$ cat src/rtl/ddr_word_tx.sv
// Dual-edge serial transmitter: accepts parallel words over valid/ready and sends
// each one as a SYNC pair followed by WIDTH/2 bit pairs, one bit per clk phase.
module ddr_word_tx #(
    parameter int WIDTH   = 16,
    parameter int MIN_GAP = 0
) (
    input  logic             clk,
    input  logic             rstb,
    input  logic [WIDTH-1:0] din,
    input  logic             din_valid,
    output logic             din_ready,
    output logic             dout,
    output logic             dout_frame,
    output logic             busy,
    output logic [1:0]       fsm_state
);

    // Handshake: a word transfers on the posedge where din_valid && din_ready;
    // din_ready depends only on registered state, never on din_valid.
    typedef enum logic [1:0] {
        IDLE = 2'd0,
        SYNC = 2'd1,
        DATA = 2'd2,
        GAP  = 2'd3
    } state_t;

    localparam int             CW        = $clog2(WIDTH / 2 + 1);
    localparam logic [CW-1:0]  DATA_LAST = CW'(WIDTH / 2 - 1);
    localparam logic [3:0]     GAP_LAST  = 4'((MIN_GAP > 0) ? MIN_GAP - 1 : 0);

    state_t           state;
    logic [WIDTH-1:0] hold;
    logic             hold_full;
    logic [WIDTH-1:0] shift;
    logic [CW-1:0]    data_cnt;
    logic [3:0]       gap_cnt;
    logic             frame;
    logic             q1;
    logic             q2;
    logic             o_bit;

    logic accept;
    logic data_done;
    logic gap_done;
    logic start_sync;

    assign accept    = din_valid && !hold_full;
    assign data_done = (state == DATA) && (data_cnt == '0);
    assign gap_done  = (state == GAP) && (gap_cnt == '0);
    assign start_sync = hold_full &&
                        ((state == IDLE) || gap_done || (data_done && (MIN_GAP == 0)));

    // q1 carries the even bit (encoded against q2) so dout = q1^q2 shows it while clk is high.
    always_ff @(posedge clk or negedge rstb) begin
        if (!rstb) begin
            state     <= IDLE;
            hold      <= '0;
            hold_full <= 1'b0;
            shift     <= '0;
            data_cnt  <= '0;
            gap_cnt   <= '0;
            frame     <= 1'b0;
            q1        <= 1'b0;
            o_bit     <= 1'b0;
        end else begin
            if (start_sync) begin
                hold_full <= 1'b0;
            end else if (accept) begin
                hold      <= din;
                hold_full <= 1'b1;
            end

            if (start_sync) begin
                state <= SYNC;
                shift <= hold;
                frame <= 1'b1;
                q1    <= ~q2;
                o_bit <= 1'b0;
            end else begin
                case (state)
                    IDLE: begin
                        frame <= 1'b0;
                        q1    <= q2;
                        o_bit <= 1'b0;
                    end
                    SYNC: begin
                        state    <= DATA;
                        data_cnt <= DATA_LAST;
                        frame    <= 1'b1;
                        q1       <= shift[WIDTH-1] ^ q2;
                        o_bit    <= shift[WIDTH-2];
                        shift    <= shift << 2;
                    end
                    DATA: begin
                        if (data_cnt != '0) begin
                            data_cnt <= data_cnt - CW'(1);
                            frame    <= 1'b1;
                            q1       <= shift[WIDTH-1] ^ q2;
                            o_bit    <= shift[WIDTH-2];
                            shift    <= shift << 2;
                        end else begin
                            state   <= (MIN_GAP > 0) ? GAP : IDLE;
                            gap_cnt <= GAP_LAST;
                            frame   <= 1'b0;
                            q1      <= q2;
                            o_bit   <= 1'b0;
                        end
                    end
                    GAP: begin
                        if (gap_cnt != '0) begin
                            gap_cnt <= gap_cnt - 4'(1);
                        end else begin
                            state <= IDLE;
                        end
                        frame <= 1'b0;
                        q1    <= q2;
                        o_bit <= 1'b0;
                    end
                    default: begin
                        state <= IDLE;
                        frame <= 1'b0;
                        q1    <= q2;
                        o_bit <= 1'b0;
                    end
                endcase
            end
        end
    end

    // Odd bit lands at the negedge; only one of q1/q2 toggles per edge, so dout never glitches.
    always_ff @(negedge clk or negedge rstb) begin
        if (!rstb) begin
            q2 <= 1'b0;
        end else begin
            q2 <= o_bit ^ q1;
        end
    end

    assign dout       = q1 ^ q2;
    assign dout_frame = frame;
    assign din_ready  = !hold_full;
    assign busy       = (state != IDLE) || hold_full;
    assign fsm_state  = state;

endmodule

$ cat config.mk
export PLATFORM = sky130hd
export DESIGN_NAME = ddr_word_tx
export DESIGN_NICKNAME = d
export VERILOG_FILES = /design/src/rtl/ddr_word_tx.sv
export SDC_FILE = /design/constraint.sdc
export NUM_CORES = 1
export LEC_CHECK = 0
export CAP_MARGIN = 20
export CORE_ASPECT_RATIO = 1.1
export CORE_UTILIZATION = 60
export CTS_CLUSTER_DIAMETER = 40
export CTS_CLUSTER_SIZE = 20
export DETAILED_ROUTE_END_ITERATION = 10
export MAX_ROUTING_LAYER = met4
export PLACE_DENSITY = 0.87
export SETUP_SLACK_MARGIN = 0.02
export SLEW_MARGIN = 20
export SYNTH_ARGS = -nofsm -noshare
export SYNTH_HDL_FRONTEND = slang
export SYNTH_SLANG_ARGS = --single-unit
$ cat constraint.sdc
create_clock -name clk -period 4.5 [get_ports clk]
set_clock_uncertainty 0.15 [all_clocks]
set_input_delay 0.9 -clock clk [delete_from_list [all_inputs] [get_ports clk]]
set_output_delay 0.9 -clock clk [all_outputs]
set_load 0.01 [all_outputs]
==> results by group, run 1 <==
Synthesis
  • Number of flops mapped to enable cells by yosys: 0
  • Syn Inst Count: 219
  • Register area share after synthesis: 0.5029
  • Yosys reg bits: 47
  • Post-Syn Area: 2338 um^2
  • Post-synth net total: 245
  • Area share of the largest cell type after synthesis: 0.4922
  • Area contributors post-synth: dfrtp_1, mux2_2, nand2_1
  • Top cell type by total area after synthesis: dfrtp_1
  • Yosys cell types: 43
  • Async SR Flop Fraction: 1.000
  • Count leader, synth: dfrtp_1
  • Commonest cells post-synth: dfrtp_1, nand2_1, nor2_1, mux2_2, a31oi_2
  • Ys flop type: dfrtp_1
  • Synth Area per Inst: 10.68 um^2
  • Syn. warnings: 0

Floorplan
  • Starting density of the core: 0.6349
  • Die W: 61.53 um
  • Core area: 3684 um^2
  • Die span in y: 67.48 um
  • Area of the die: 4151 um^2
  • I/O pins: 25
  • Row count: 23

Cells and area
  • Area growth syn-to-layout: 16.05%
  • Post-layout util: 0.7368
  • Diode count: 0
  • Ratio of cells with drive above 1 in the final layout: 0.1959
  • Final nets: 270

Drt
  • Initial DRC Count: 66
  • 1st-pass router iterations: 4
  • Detailed Route WL: 4.218 mm
  • Post-route ant nets: 0
  • Vias per inst: 5.739
  • Top routing layer used: met4
  • Met1 WL: 1.853 mm
  • Met2 wire len: 2.128 mm
  • DRC: 0
  • Wire per inst: 14.30 um
  • Met3 wire length: 153 um
  • Total number of vias: 1693

Worst setup path
  • Worst EP required: 3.45 ns
  • Critical path type: reg2out
  • Crit-path max cell delay: 0.43 ns
  • Reg-to-reg startpoint: q2$_DFF_NN0_
  • Critical-path cell list: xor2_1 -> clkbuf_2
  • Worst setup endpoint: dout
  • Startpoint types: flip-flop
  • Flop-to-flop setup slack: 1.26 ns
  • Delay-heaviest family, CP: flip-flops
  • CP bufs+invs: 1
  • Critical Path Stages: 2
  • Reg2reg path depth: 3
  • CP Launch Point: q2$_DFF_NN0_
  • Slowest stage cell, crit path: dfrtn_1
  • Worst Path Max Fanout: 2
  • Worst path arrival time: 3.26 ns
  • Worst setup EP type: output port
  • Reg-to-Reg End: q1$_DFF_PN0_

Clock tree
  • Hold buffers post-CTS: 0
  • Num Clock Sinks: 47
  • TritonCTS clock tree: done
  • Cts bufs inserted: 5
  • Worst-skew pair later-pin latency: 0.31 ns
  • Worst-path clk slew: 0.08 ns
  • Root Buffer: clkbuf_8
  • H-tree Lvls: 2
  • Clock Path Buffers: 2

STA
  • Fin. Hold Viols: 0
  • Post-route setup slack: 0.1854 ns
  • Max-slew violations: 0
  • Rel. slew slack: 0.5493
  • Setup TNS: 0 ns
  • Setup violations, final: 0
  • RSZ-0062 raised after global routing: no
  • Least-Margin Pin Slew: 0.6760 ns

Power
  • Share of power burned in registers: 0.386
  • Gate power share: 0.447
  • Switching share of power: 0.3807
  • Power Total: 1.906 mW
  • Leakage: 1.179 nW
  • Switching pwr: 0.7258 mW
  • Worst VDD drop: 0.4145 mV
  • Int Pwr: 1.181 mW
  • Clock power frac: 0.168
  • Pwr dens: 702.5 nW/um^2

GRT
  • Pin count of the biggest net entering global routing: 47
  • Initial antenna violation count: 0
  • First-pass GRT wire length: 7.376 mm
  • Grt total ovfl: 0
  • Gr usage total: 0.2538
  • Vias in the first global route: 1686

Placement
  • GPL Wtd Cong: 0.8144
  • Pre-CTS setup slack: 0.07600 ns
  • Detailed Place HPWL: 2.835 mm
  • Port Buf Inserts: 24

Worst hold path
  • Worst hold path type: reg2reg

Status
  • Outcome: finished, final reports clean

Flow run
  • Max_cap viols: 0
layout by cell type (no fill, tap or decap), drive strengths merged, types with 2 or more instances in the layout:
cell           Yosys  layout
nand2             39      39
nor3               5       5
a21oi              5       5
o21ai             10      10
or3                2       2
o22ai              2       2
buf                7       5
mux2              16      16
o21a               3       3
clkbuf             3       7
a31oi             15      15
nor2b              2       2
and4bb             2       2
nand3b             2       2
clkdlybuf4s50      0      22
inv                9       9
a21o               2       2
nand3              4       4
dfrtp             46      46
ha                 7       7
xor2               2       2
nor2              19      19
worst register-to-register path, stage by stage (launching register included):
cell,delay [ns]
dfrtn_1,0.43
buf_4,0.12
nand4_1,0.06
o22ai_1,0.15
worst min path at each step:
stage / start / endpoint / slack (ns) / depth (start not counted)
3_5_place_dp: hold[0]$_DFFE_PN0P_ / shift[0]$_DFFE_PN0P_ / 0.34 / 2
3_3_place_gp: hold[0]$_DFFE_PN0P_ / shift[0]$_DFFE_PN0P_ / 0.31 / 2
4_1_cts: hold[0]$_DFFE_PN0P_ / shift[0]$_DFFE_PN0P_ / 0.36 / 2
5_1_grt: hold[13]$_DFFE_PN0P_ / hold[13]$_DFFE_PN0P_ / 0.38 / 1
2_1_floorplan: hold[0]$_DFFE_PN0P_ / shift[0]$_DFFE_PN0P_ / 0.28 / 2
6_report: hold[0]$_DFFE_PN0P_ / shift[0]$_DFFE_PN0P_ / 0.36 / 2
area by class of cell:
cell class,count,area (um^2)
sequential,47,1176
multi-input combinational,153,1064
fill,274,969.7
timing repair buffer,28,260.3
clock buffer,6,82.58
tap,50,62.56
clock inverter,2,35.03
inverter,9,33.78
metal layers:
metal / GRT usage / vias up
met5: - / -
met2: 0.4046 / 29
met3: 0.06130 / 8
met4: 0.1083 / 0
met1: 0.3054 / 837
li1: - / 819
power by group through the flow:
stage          clock network [mW]  logic (mW)  registers, mW
6_report                    0.320       0.851          0.736
5_1_grt                     0.342       0.958          0.757
4_1_cts                     0.328       0.863          0.734
3_5_place_dp                    0       0.853          0.743
3_3_place_gp                    0       0.824          0.732
2_1_floorplan                   0       0.692          0.704
sequential cells by signal, indices dropped and copies added (netlist names), 2 cells and up:
| signal | cells |
|---|---|
| data_cnt | 4 |
| gap_cnt | 4 |
| fsm_state | 2 |
| hold | 16 |
| shift | 16 |
metrics by stage:
step | instances | cell area, um^2 | hold slack [ns]
6_report | 295 | 2714 | 0.3599
5_1_grt | 295 | 2714 | 0.3843
4_1_cts | 295 | 2718 | 0.3604
3_5_place_dp | 286 | 2594 | 0.3362
3_3_place_gp | 286 | 2594 | 0.3130
2_1_floorplan | 219 | 2338 | 0.2848
kinds of logic (layout without fill, tap and decap cells):
group	count (synthesis)	after routing	synth area share
AND/OR/NAND/NOR	84	84	0.1760
flip-flops	47	47	0.5029
AO/OA/AOI/OAI	44	44	0.1568
buffers and inverters	19	45	0.04227
multiplexers	16	16	0.07705
adder cells (fa/ha/maj)	7	7	0.03745
XOR/XNOR	2	2	0.007492
repair_timing:
action / in CTS / in global routing
setup buffers: 1 / 0
endpoints found under the setup margin: 1 / 1
resized for setup: 1 / 2
No activity file was read; power rests on OpenSTA's default activity.
==> run 2, diff against run 1 <==
- ABC_CLOCK_PERIOD_IN_PS: unset -> 4500
==> results of run 2 <==
Same layout as run 1: the final DEF is identical, and so are final timing and power.
==> run 3, diff against run 2 <==
- ABC_AREA: unset -> 1
==> results by group, run 3 <==
Status
  • Outcome: finished, final reports clean

Worst setup path
  • CP bufs+invs: 1 (unchanged)
  • Slowest stage cell, crit path: dfrtn_1
  • Worst path arrival time: 3.27 ns (about the same)
  • Critical path type: reg2out
  • Worst setup EP type: output port
  • Startpoint types: flip-flop
  • Crit-path max cell delay: 0.42 ns (about the same)
  • Critical-path cell list: xor2_1 -> clkbuf_2
  • Delay-heaviest family, CP: flip-flops
  • Worst EP required: 3.45 ns (about the same)
  • Worst Path Max Fanout: 2 (unchanged)

Synthesis
  • Synth Area per Inst: 9.130 um^2 (-14%)
  • Count leader, synth: nand2_1
  • Post-synth net total: 285 (+16%)
  • Adder-cell share of the synthesized area: 0.03704 (-0.0004161)
  • Register area share after synthesis: 0.4974 (-0.005588)
  • Commonest cells post-synth: nand2_1, dfrtp_1, nand3_1, mux2_2, inv_1
  • Async SR Flop Fraction: 1.000 (unchanged)
  • Area share of the largest cell type after synthesis: 0.4868 (-0.005469)
  • Number of flops mapped to enable cells by yosys: 0 (unchanged)
  • Post-Syn Area: 2365 um^2 (+1.1%)
  • Largest family of logic cells by synthesized area: simple AND/OR/NAND/NOR gates
  • Ys flop type: dfrtp_1
  • Mux cell area share after synthesis: 0.07619 (-0.0008561)
  • Xor/xnor cell area share of the yosys netlist: 0.01481 (+0.007324)
  • Yosys reg bits: 47 (unchanged)
  • Syn Inst Count: 259 (+18%)
  • Yosys cell types: 28 (-35%)
  • Simple-gate share of the synthesized area: 0.2704 (+0.09434)
  • Compound-Gate Fraction of Synth Area: 0.04497 (-0.1118)
  • Top cell type by total area after synthesis: dfrtp_1
  • Area contributors post-synth: dfrtp_1, nand2_1, mux2_2
  • Syn. warnings: 0 (unchanged)

Floorplan
  • Area of the die: 4197 um^2 (+1.1%)
  • Die W: 61.86 um (+0.54%)
  • Core area: 3712 um^2 (+0.78%)
  • I/O pins: 25 (unchanged)
  • Starting density of the core: 0.6370 (+0.002157)
  • Die span in y: 67.85 um (+0.55%)
  • Row count: 23 (unchanged)

Drt
  • Vias per inst: 5.407 (-5.8%)
  • Post-route ant nets: 0 (unchanged)
  • DRC: 0 (unchanged)
  • Initial DRC Count: 68 (+3.0%)
  • 1st-pass router iterations: 4 (unchanged)
  • Total number of vias: 1795 (+6.0%)
  • Detailed Route WL: 4.402 mm (+4.4%)
  • Wire per inst: 13.26 um (-7.3%)

Power
  • Gate power share: 0.460 (+0.013)
  • Worst VDD drop: 0.4469 mV (+7.8%)
  • Pwr dens: 705.2 nW/um^2 (+0.39%)
  • Switching share of power: 0.4110 (+0.03027)
  • Clock power frac: 0.154 (-0.014)
  • Switching pwr: 0.7811 mW (+7.6%)
  • Share of power burned in registers: 0.386 (about the same)
  • Int Pwr: 1.119 mW (-5.2%)
  • Leakage: 1.360 nW (+15%)

Clock tree
  • Cts bufs inserted: 5 (unchanged)
  • Worst-skew pair later-pin latency: 0.30 ns (about the same)
  • Clock Path Buffers: 2 (unchanged)
  • H-tree Lvls: 2 (unchanged)
  • TritonCTS clock tree: done
  • Root Buffer: clkbuf_8
  • Worst-path clk slew: 0.08 ns (about the same)
  • Num Clock Sinks: 47 (unchanged)

STA
  • Setup TNS: 0 ns (unchanged)
  • Setup violations, final: 0 (unchanged)
  • Least-Margin Pin Slew: 0.5734 ns (-0.1026 ns)
  • RSZ-0062 raised after global routing: no
  • Max-slew violations: 0 (unchanged)
  • Final hold slack: 0.3308 ns (-0.02908 ns)
  • Rel. slew slack: 0.6177 (+0.06844)
  • Fin. Hold Viols: 0 (unchanged)

GRT
  • Initial antenna violation count: 0 (unchanged)
  • Gr usage total: 0.2604 (+0.006556)
  • First-pass GRT wire length: 7.541 mm (+2.2%)
  • Vias in the first global route: 1669 (-1.0%)
  • Grt total ovfl: 0 (unchanged)
  • Pin count of the biggest net entering global routing: 47 (unchanged)

Flow run
  • Max_cap viols: 0 (unchanged)

Placement
  • GPL Wtd Cong: 0.7604 (-6.6%)
  • Port Buf Inserts: 24 (unchanged)
  • Detailed Place HPWL: 2.966 mm (+4.6%)

Cells and area
  • Area growth syn-to-layout: 13.97%
  • Most common cell after layout, fill and taps aside: nand2_1
  • Post-layout util: 0.7260 (-0.01077)
  • # fillers: 270 (-1.5%)
  • Most frequent cells in the layout: nand2_1, dfrtp_1, nand3_1
  • Diode count: 0 (unchanged)
  • Final nets: 308 (+14%)
  • Ratio of cells with drive above 1 in the final layout: 0.1489 (-0.04698)
  • Largest regs: hold (16), shift (16)

Worst hold path
  • Worst hold path type: reg2reg
-- run 3: cell count changes after synthesis, sizes merged, moves of 3 or more --
cell   before  now
o21a        3    0
nand2      39   89
nand3       4   39
a31oi      15    0
nor2       19    9
inv         9   16
nor3        5    0
-- run 3: area by class of cell --
class | count | area, um^2 | share of cell area
Clock buffer | 6 | 72.57 | 0.02693
Clock inverter | 1 | 30.03 | 0.01114
Inverter | 16 | 60.06 | 0.02228
Multi-Input combinational cell | 186 | 1049 | 0.3890
Sequential cell | 47 | 1176 | 0.4364
Tap cell | 50 | 62.56 | 0.02321
Timing Repair Buffer | 26 | 245.2 | 0.09099
-- run 3: routing by layer --
layer / share of wire / GRT usage / up-vias
met3: 0.034 / 0.05860 / 10
met1: 0.44 / 0.3446 / 852
met4: 0.025 / 0.1222 / 0
li1: - / - / 886
met5: 0 / - / -
met2: 0.50 / 0.3804 / 47
-- run 3: what timing repair did --
| item | CTS | global route |
|---|---|---|
| setup buffers | 0 | 0 |
| hold buffers | 0 | 0 |
| endpoints found under the hold margin | 0 | 0 |
| resized for setup | 1 | 2 |
| endpoints found under the setup margin | 1 | 1 |
-- run 3: path summary, 6_finish.rpt --
kind                                      from                 endpoint  slack [ns]  cells past startpoint
setup / recovery                  q2$_DFF_NN0_                     dout        0.18                      2
hold / removal             hold[1]$_DFFE_PN0P_     shift[1]$_DFFE_PN0P_        0.33                      2
setup reg to reg                  q2$_DFF_NN0_             q1$_DFF_PN0_        1.09                      5
hold reg to reg            hold[1]$_DFFE_PN0P_     shift[1]$_DFFE_PN0P_        0.33                      2
max in group asynchronous                 rstb             q2$_DFF_NN0_        1.72                      1
min in group asynchronous                 rstb  data_cnt[3]$_DFFE_PN0P_        0.55                      2
-- run 3: logic make-up after synthesis --
kind of cell | Yosys count
AOI/OAI and AO/OA | 19
xor gates and xnor gates | 4
adders and majority gates | 7
buffers and inverters | 26
DFF | 47
muxes | 16
and+or+nand+nor | 140
-- run 3: worst min-delay path, cell delays in order (launching register included) --
cell and delay, ns:
dfrtp_1 0.35, nand2_1 0.05, nand2_1 0.05
-- run 3: power by group through the flow --
stage	clock [mW]	sequential, mW	combinational (mW)
final	0.293	0.733	0.874
after detailed placement	0	0.738	0.875
after global routing	0.320	0.755	0.997
after global placement	0	0.728	0.839
after CTS	0.303	0.731	0.880
after floorplan	0	0.697	0.736
-- run 3: metrics by stage --
stage | worst slack (ns) | total power, mW | instance area (um^2) | std cells
final | 0.1819 | 1.901 | 2695 | 332
after global routing | 0.1070 | 2.073 | 2695 | 332
after CTS | 0.04547 | 1.915 | 2699 | 332
after detailed placement | 0.09096 | 1.613 | 2597 | 325
after global placement | 0.1171 | 1.567 | 2597 | 325
after floorplan | 0.5160 | 1.434 | 2365 | 259
